--- config.mk ---
export PLATFORM = sky130hd
export DESIGN_NAME = ser_par_tx
export DESIGN_NICKNAME = d
export VERILOG_FILES = /design/src/rtl/ser_par_tx.sv
export SDC_FILE = /design/constraint.sdc
export NUM_CORES = 1
export LEC_CHECK = 0
export ABC_AREA = 1
export ABC_CLOCK_PERIOD_IN_PS = 1200
export BUFFER_PORTS_ARGS = -buffer_cell sky130_fd_sc_hd__buf_2
export CORE_UTILIZATION = 46
export DETAILED_ROUTE_END_ITERATION = 6
export GPL_TIMING_DRIVEN = 0
export PLACE_DENSITY = 0.81
export SETUP_SLACK_MARGIN = 0.05
export SKIP_CTS_REPAIR_TIMING = 1
export SYNTH_ARGS = -nofsm -noshare
export SYNTH_HDL_FRONTEND = slang
export SYNTH_SLANG_ARGS = --single-unit
--- constraint.sdc ---
create_clock -name clk -period 1.2 [get_ports clk]
set_input_delay 0.06 -clock clk [delete_from_list [all_inputs] [get_ports clk]]
set_output_delay 0.06 -clock clk [all_outputs]
set_load 0.05 [all_outputs]
--- src/rtl/ser_par_tx.sv ---
// ser_par_tx: parallel-in, serial-out transmitter that appends a parity bit to
// each WIDTH-bit word. Words are sent LSB first, one bit per clk. A new word can
// be accepted in the parity cycle, so frames can follow each other with no gap.
//
//   state  | meaning
//   -------+-----------------------------------------------------------------
//   IDLE   | no frame in flight, outputs quiet, ready for a word
//   SHIFT  | ser_out carries data bit cnt_q of the current word, not ready
//   PARITY | ser_out carries the parity bit, ready for the next word
module ser_par_tx #(
    parameter int   WIDTH = 8,
    parameter logic ODD   = 1'b0
) (
    input  logic             clk,
    input  logic             rst,
    input  logic [WIDTH-1:0] data_in,
    input  logic             load,
    output logic             ready,
    output logic             ser_out,
    output logic             ser_valid,
    output logic             par_slot,
    output logic             frame_done
);

    localparam int CW = (WIDTH > 1) ? $clog2(WIDTH) : 1;
    localparam logic [CW-1:0] LAST_BIT = CW'(WIDTH - 1);

    typedef enum logic [1:0] {
        IDLE   = 2'd0,
        SHIFT  = 2'd1,
        PARITY = 2'd2
    } state_t;

    state_t           state_q, state_d;
    logic [WIDTH-1:0] shift_q, shift_d;
    logic [CW-1:0]    cnt_q, cnt_d;
    logic             acc_q, acc_d;
    logic             ser_out_q, ser_out_d;
    logic             ser_valid_q, ser_valid_d;
    logic             par_slot_q, par_slot_d;
    logic             frame_done_q, frame_done_d;
    logic             accept;

    // The parity cycle is already the last cycle of the frame, so a new word can
    // be taken there without opening a gap in the bitstream.
    assign ready  = (state_q != SHIFT);
    assign accept = load && ready;

    // Register every piece of state; synchronous active-low reset aborts any frame.
    always_ff @(posedge clk) begin
        if (!rst) begin
            state_q      <= IDLE;
            shift_q      <= '0;
            cnt_q        <= '0;
            acc_q        <= 1'b0;
            ser_out_q    <= 1'b0;
            ser_valid_q  <= 1'b0;
            par_slot_q   <= 1'b0;
            frame_done_q <= 1'b0;
        end else begin
            state_q      <= state_d;
            shift_q      <= shift_d;
            cnt_q        <= cnt_d;
            acc_q        <= acc_d;
            ser_out_q    <= ser_out_d;
            ser_valid_q  <= ser_valid_d;
            par_slot_q   <= par_slot_d;
            frame_done_q <= frame_done_d;
        end
    end

    // Next state and next registered outputs. The output registers are loaded with
    // the bit that will be on the line during the state being entered, so bit 0
    // appears the cycle after acceptance and acc_q always covers the bit on the line.
    always_comb begin
        state_d      = state_q;
        shift_d      = shift_q;
        cnt_d        = cnt_q;
        acc_d        = acc_q;
        ser_out_d    = 1'b0;
        ser_valid_d  = 1'b0;
        par_slot_d   = 1'b0;
        frame_done_d = 1'b0;

        case (state_q)
            IDLE, PARITY: begin
                if (accept) begin
                    state_d     = SHIFT;
                    shift_d     = data_in >> 1;
                    cnt_d       = '0;
                    acc_d       = data_in[0];
                    ser_out_d   = data_in[0];
                    ser_valid_d = 1'b1;
                end else begin
                    state_d = IDLE;
                end
            end
            SHIFT: begin
                ser_valid_d = 1'b1;
                if (cnt_q == LAST_BIT) begin
                    state_d      = PARITY;
                    ser_out_d    = acc_q ^ ODD;
                    par_slot_d   = 1'b1;
                    frame_done_d = 1'b1;
                end else begin
                    ser_out_d = shift_q[0];
                    shift_d   = shift_q >> 1;
                    acc_d     = acc_q ^ shift_q[0];
                    cnt_d     = cnt_q + CW'(1);
                end
            end
            default: begin
                state_d = IDLE;
            end
        endcase
    end

    assign ser_out    = ser_out_q;
    assign ser_valid  = ser_valid_q;
    assign par_slot   = par_slot_q;
    assign frame_done = frame_done_q;

endmodule

Word level (Yosys, flattened, before mapping)
Cells that the tools add are included.
- bits in registers: 17
- input bits: 11
- output and inout bits: 5
- word-level logic and storage cells: 40
- add/subtract/negate cells: 1
- equality and inequality tests: 7
- mux-type cells: 18
- bitwise gates (word level): 1
- reductions and logical operators: 6
- operator list (cell ; count):
    two-way mux 8 bit ; 2
    one-hot mux 8 bit (2 select lines) ; 1
    two-way mux 1 bit ; 7
    two-way mux 3 bit ; 2
    != test 2 bit (second input constant) ; 3
    one-hot mux 1 bit (2 select lines) ; 3
    one-hot mux 3 bit (2 select lines) ; 1
    one-hot mux 2 bit (2 select lines) ; 1
    adder 3 x 1 -> 3 bit (second input constant) ; 1
    == test 3 bit (second input constant) ; 1
    AND reduction 3 bit ; 1
    == test 2 x 1 -> 1 bit (second input constant) ; 1
    == test 2 bit (second input constant) ; 1
    logical NOT 2 bit ; 1
    two-way mux 2 bit ; 1
    != test 2 x 1 -> 1 bit (second input constant) ; 1
    AND reduction 2 bit ; 1
    nonzero test 2 bit ; 1
    OR reduction 2 bit ; 1
    logical AND 1 bit ; 1
    XOR 1 bit ; 1

Longest topological paths before layout
Gate-level depths: netlist (run 1).
- depth in word-level cells: 4
- depth in mapped cells: 8
- depth with buffers taken out: 7

Worst setup path before layout (run 1)
Ideal clock, no wire load.
- path type: reg2reg
- start: register cnt_q[0]
- end: register shift_q[0]
- library setup time: 64 ps
- data arrival time: 1200 ps
- data required time: 1136 ps
- path slack: -63 ps
- stages on the path, launching flop included: 9
- buffers on the path: 1
- period minus slack after synthesis: 1263 ps
- cell sequence: dfxtp_1 > ha_1 > ha_1 > inv_2 > nand3_1 > buf_6 > nand3_1 > nand2_1 > nor2_1
- cells in the longest elaborated chain, start to end: 3
- RTL lines (what ; RTL line ; RTL):
    start: declaration ; 36 ; logic [CW-1:0] cnt_q, cnt_d;
    start signal: assignment ; 63 ; cnt_q <= cnt_d;
    == test 3 bit ; 100 ; if (cnt_q == LAST_BIT) begin
    != test 2 bit (no source line) ; -- ;
    AND reduction 3 bit (no source line) ; -- ;
    end signal: assignment ; 62 ; shift_q <= shift_d;
    end: declaration ; 35 ; logic [WIDTH-1:0] shift_q, shift_d;
No other way between the ends.
A chain may end at the register's enable or synchronous reset.

Worst setup path in the final report (run 1)
- start: register cnt_q[1]
- end: register shift_q[3]
Same word-level chain as after synthesis.

==> flow_summary_export.csv, run 1 <==
group,metric,value,unit
setup_path,critPathTopFamily,"flip-flops",
setup_path,crit_chain,"ha_4 -> ha_4 -> inv_4 -> nand3_4 -> buf_4 -> nand3b_1 -> nand2_1 -> nor2_1",
pwr,p_leak,0.0004637,uW
drt,drtAntennaViolNets,0,
sta,fmax,800.3,MHz
logic_synthesis,synthDistinctLibCells,20,
cts,cts_root_buf,"clkbuf_4",
pwr,max-vdd-ir-drop,0.8108,mV
cts,cts_buffers,3,
sta,grt_setup_unrepaired,"yes",
drt,drt_pass1_iterations,5,
floorplanning,initial_utilization,50.32,%
drt,vias,731,
final_layout,area_growth,27.90,%
setup_path,criticalPathCategory,"reg -> reg",
sta,worst_slack,-0.04956,ns
final_layout,fin_area,992.2,sq um
final_layout,final_util,64.37,%
sta,maxSlewViolCount,0,
logic_synthesis,syn-mean-instance-area,7.318,sq um
sta,tightest_slew,0.2513,ns
setup_path,rr_startpoint,"cnt_q[1]$_SDFFE_PN0P_",
logic_synthesis,yosys.area.top_type,"dfxtp_1",
worst_hold_path,min_path_type,"in -> reg",
cts,clk_transition_reported_paths,0.09,ns
floorplanning,die_x,43.07,um
sta,finalCritPeriodShare,104.1,%
job,maxCapViolCount,0,
setup_path,arrival,1.48,ns
logic_synthesis,syn_area,775.7,sq um
setup_path,critPathMaxStageDelay,0.35,ns
logic_synthesis,syn_inst,106,
cts,clockBufferDepth,2,
setup_path,slowest_stage,"dfxtp_2",
setup_path,crit_start,"cnt_q[1]$_SDFFE_PN0P_",
floorplanning,core,1541,sq um
drt,drc,0,
drt,drt-initial-drc-count,7,
cts,cts_tree,"yes",
pwr,powerDensity,1236,nW/um^2
logic_synthesis,syn_nets,119,
logic_synthesis,synth_seq_area_share,41.29,%
setup_path,worst_path_most_repeated_cell,"ha_4",
final_layout,final_cell_count_no_fill,143,
floorplanning,die_height,43.07,um
logic_synthesis,synth_top_area_share,41.29,%
sta,finalHoldViolations,0,
sta,setup-tns-final,-0.1681,ns
grt,grt-ovfl-total,0,
drt,post_drt_via_cell_ratio,5.112,
floorplanning,fp-row-count,14,
floorplanning,num_io_pins,16,
sta,post-route-min-period,1.250,ns
grt,grt_pass1_vias,642,
floorplanning,dieArea,1855,sq um
outcome,outcome,"complete, but fails checks",
setup_path,cp_max_fo,5,
setup_path,cp.required,1.43,ns
sta,finalSetupViolCount,9,
placement,io_buffer_count,14,
placement,placed_cell_area,885.9,sq um
cts,h-tree-depth,1,
placement,placed_cells,136,
logic_synthesis,yosys_warnings,0,
setup_path,worst-path-buf-inv,2,
drt,routedWlPerCell,11.12,um
logic_synthesis,synth-seq-cells,16,
cts,clkSinkCount,16,
setup_path,cp-endpoint,"shift_q[3]$_SDFFE_PN0P_",
sta,slew_headroom,83.36,%
setup_path,rr_endpoint,"shift_q[3]$_SDFFE_PN0P_",
outcome,violations,"negative setup slack",
setup_path,start_kind,"register",
placement,place_hpwl,1097,um
placement,place_congestion,0.8058,
sta,clock_skew,0.002598,ns
final_layout,drive_gt1_share,36.22,%
drt,wirelength,1590,um
final_layout,design.final.nets,141,
cts,clock_latency,0.29,ns
grt,antenna_found_initial,0,
setup_path,worstSetupEndpointType,"register",
setup_path,r2r_setup_slack,-0.05,ns
logic_synthesis,synth_area_leaders,"dfxtp_1 (41%), nand2_1 (15%), nor2_1 (7.3%), nand3b_1 (4.8%), nand3_1 (4.5%)",
grt,grtUsageTotal,19.61,%
final_layout,antenna_cells,0,
setup_path,reg2regPathDepth,8,
grt,grt_max_degree,11,
setup_path,cp.depth,8,
grt,grt_pass1_wl,2677,um
==> Yosys cell counts, drive strengths merged <==
cell type / count
a21oi: 6
buf: 5
dfxtp: 16
ha: 2
inv: 8
nand2: 34
nand3: 8
nand3b: 5
nor2: 18
nor3: 2
o211ai: 1
o21ai: 1
==> worst register-to-register path, delay by kind of cell, from the launching register on <==
kind          cells  cell delay (ns)
flops             1             0.35
fa+ha+maj         2             0.33
simple gates      4             0.28
buf+inv           2             0.23
==> state kept, by name (all words and copies together) (netlist names) <==
name and count:
acc_q 1, ser_valid 1, cnt_q 3, shift_q 7, ser_out 1, state_q 2
frame_done 1
==> routing by layer <==
layer | vias to the layer above | share of wire (%) | global-route usage [%]
li1 | 374 | - | -
met1 | 329 | 45 | 24.93
met2 | 22 | 48 | 30.91
met3 | 6 | 4.0 | 2.553
met4 | 0 | 3.2 | 12.73
met5 | - | 0 | 0
==> placed cells by master, fill, tap and decap left out, drive strengths merged <==
cell / n
o211ai: 1
buf: 22
nor2: 18
clkbuf: 4
ha: 2
nand2: 34
nor3: 2
o21ai: 1
inv: 8
a21oi: 6
nand3b: 5
nand3: 8
dfxtp: 16
==> worst min path at each step <==
stage | start | end | slack (ns) | cells after the start
5_1_grt | data_in[7] | shift_q[6]$_SDFFE_PN0P_ | 0.009 | 3
3_5_place_dp | data_in[7] | shift_q[6]$_SDFFE_PN0P_ | 0.33 | 3
2_1_floorplan | data_in[7] | shift_q[6]$_SDFFE_PN0P_ | 0.21 | 2
3_3_place_gp | data_in[7] | shift_q[6]$_SDFFE_PN0P_ | 0.32 | 3
4_1_cts | data_in[7] | shift_q[6]$_SDFFE_PN0P_ | 0.01 | 3
6_report | data_in[7] | shift_q[6]$_SDFFE_PN0P_ | 0.02 | 3
==> stage by stage <==
step	hold WS, ns	power [uW]	setup WS [ns]
floorplan	0.2071	793.6	0.05101
global placement	0.3227	845.6	-0.04693
detailed placement	0.3320	851.3	-0.07454
CTS	0.01114	1214	-0.1308
global route	0.008809	1298	-0.1292
finish	0.01993	1226	-0.04956
==> power by group <==
part / internal, uW / switching, uW / total [uW] / leakage [uW]
clock network: 185 / 175 / 360 / 0.0000210
registers: 572 / 25.0 / 597 / 0.000133
logic: 110 / 159 / 268 / 0.000309
total: 867 / 359 / 1230 / 0.000464
==> logic make-up (layout without fill, tap and decap cells) <==
group                    count (synthesis)  after routing  share of synthesized area (%)
buffers and inverters                   13             34                          9.352
AND/OR/NAND/NOR                         67             67                          40.65
AO/OA/AOI/OAI                            8              8                          5.484
flip-flops                              16             16                          41.29
adder cells (fa/ha/maj)                  2              2                          3.225
==> area by class of cell <==
| cell class | instances | area (sq um) |
|---|---|---|
| Buffer | 5 | 42.54 |
| Clock buffer | 4 | 36.28 |
| Fill cell | 149 | 549.3 |
| Inverter | 8 | 32.53 |
| Multi-Input combinational cell | 77 | 432.9 |
| Sequential cell | 16 | 325.3 |
| Tap cell | 16 | 20.02 |
| Timing Repair Buffer | 17 | 102.6 |
Power figures use the tool's default switching activity.
==> inputs of run 2 (changes only) <==
ABC_CLOCK_PERIOD_IN_PS = 1400   (was 1200)
CORE_UTILIZATION = 55   (was 46)
CTS_BUF_LIST = sky130_fd_sc_hd__clkbuf_4 sky130_fd_sc_hd__clkbuf_8   (was not set)
PLACE_DENSITY = 0.89   (was 0.81)
clock period = 1.4 ns   (was 1.2 ns; I/O delays follow)
==> flow_summary_export.csv, run 2 (synthesized netlist as in run 1, its figures left out) <==
group,metric,value,unit
worst_hold_path,min_path_type,"in -> reg",
sta,setup-tns-final,0,ns
drt,post_drt_via_cell_ratio,5.036,
drt,drc,0,
drt,vias,705,
setup_path,criticalPathCategory,"reg -> reg",
final_layout,final_cell_mix,"nand2_1 (32), nor2_1 (15), dfxtp_1 (15), buf_2 (14)",
outcome,outcome,"finished, final reports clean",
sta,hold_ws,0.03014,ns
setup_path,arrival,1.53,ns
sta,slew_headroom,83.67,%
placement,post-place-ws,0.02127,ns
sta,maxSlewViolCount,0,
grt,grtUsageTotal,23.08,%
floorplanning,initial_utilization,59.62,%
drt,drt_pass1_iterations,4,
grt,grt_pass1_wl,2359,um
pwr,internal_power,680.7,uW
setup_path,cp.required,1.63,ns
cts,clkSinkCount,16,
pwr,sw_frac_of_total,30.43,%
grt,grt-ovfl-total,0,
sta,tightest_slew,0.2466,ns
placement,place_hpwl,1055,um
final_layout,design.final.nets,140,
final_layout,final_common_cell,"nand2_1",
drt,drt-initial-drc-count,15,
drt,wirelength,1609,um
setup_path,start_kind,"register",
drt,routedWlPerCell,11.49,um
sta,finalSetupViolCount,0,
sta,finalCritPeriodShare,92.84,%
cts,h-tree-depth,1,
floorplanning,die_height,39.56,um
sta,grt_setup_unrepaired,"no",
pwr,seq_power_share,52.2,%
final_layout,nFillCells,111,
floorplanning,dieArea,1565,sq um
cts,clk_transition_reported_paths,0.09,ns
grt,antenna_found_initial,0,
cts,cts_tree,"yes",
placement,io_buffer_count,14,
grt,grt_max_degree,11,
sta,clock_skew,0.0005802,ns
pwr,powerDensity,1034,nW/um^2
cts,clock_latency,0.29,ns
sta,post-route-min-period,1.300,ns
final_layout,antenna_cells,0,
sta,fmax,769.4,MHz
final_layout,drive_gt1_share,30.40,%
sta,worst_slack,0.1003,ns
grt,grt_pass1_vias,580,
final_layout,final_util,72.69,%
job,maxCapViolCount,0,
cts,cts_root_buf,"clkbuf_4",
floorplanning,num_io_pins,16,
sta,finalHoldViolations,0,
final_layout,area_growth,21.94,%
final_layout,largest_registers,"shift_q (7), cnt_q (3), state_q (2)",
setup_path,cp_max_fo,5,
pwr,p_leak,0.0004489,uW
final_layout,largest_reg_flops,7,
floorplanning,core,1301,sq um
pwr,netSwitchingPower,297.7,uW
drt,drtAntennaViolNets,0,
placement,place_congestion,0.6945,
floorplanning,die_x,39.56,um
cts,cts_buffers,3,
final_layout,regMostFlops,"shift_q",
setup_path,worstSetupEndpointType,"register",
pwr,combPwrFrac,23.0,%
pwr,max-vdd-ir-drop,0.6004,mV
pwr,finalPower,978.3,uW
cts,clockBufferDepth,2,
pwr,power_frac_clock,24.9,%
floorplanning,fp-row-count,13,
[run 2: changes by cell type in the layout (fill, tap and decap cells not counted), sizes merged]
cell,before,now
buf,22,21
clkbuf,4,3
[run 2: per-stage QoR]
stage          cells  instance area, sq um
4_1_cts          138                 887.1
2_1_floorplan    106                 775.7
5_1_grt          140                 945.9
6_report         140                 945.9
3_5_place_dp     135                 864.6
3_3_place_gp     135                 864.6
[run 2: final timing paths]
kind,end,start,slack [ns],cells after the start
max reg2reg,shift_q[5]$_SDFFE_PN0P_,cnt_q[0]$_SDFFE_PN0P_,0.10,8
max,shift_q[5]$_SDFFE_PN0P_,cnt_q[0]$_SDFFE_PN0P_,0.10,8
min,shift_q[6]$_SDFFE_PN0P_,data_in[7],0.03,3
min reg2reg,cnt_q[1]$_SDFFE_PN0P_,cnt_q[1]$_SDFFE_PN0P_,0.50,2
[run 2: power groups by stage]
| stage | Clock (uW) | Sequential, uW | Combinational [uW] |
|---|---|---|---|
| detailed placement | 0 | 518 | 211 |
| global route | 257 | 515 | 251 |
| global placement | 0 | 516 | 205 |
| floorplan | 0 | 529 | 150 |
| CTS | 246 | 508 | 212 |
| finish | 243 | 510 | 225 |
[run 2: layout make-up]
| type | count | area (sq um) | share of cell area [%] |
|---|---|---|---|
| Sequential cell | 16 | 321.6 | 33.99 |
| Buffer | 5 | 42.54 | 4.497 |
| Inverter | 8 | 30.03 | 3.175 |
| Tap cell | 15 | 18.77 | 1.984 |
| Multi-Input combinational cell | 77 | 415.4 | 43.92 |
| Timing Repair Buffer | 16 | 95.09 | 10.05 |
| Clock buffer | 3 | 22.52 | 2.381 |
[run 2: layer usage]
metal	wire, um	track usage (%)	part of all wire, %
met2	781	37.30	49
met1	714	28.72	44
met3	75	3.409	4.7
met5	0	0	0
met4	38	12.93	2.4
[run 2: critical path: stages, from the launching register on]
cell and delay, ns:
dfxtp_2 0.34, ha_2 0.19, ha_4 0.18, inv_2 0.08, nand3_4 0.09, buf_6 0.14
nand3b_1 0.07, nand2_1 0.05, nor2_1 0.09
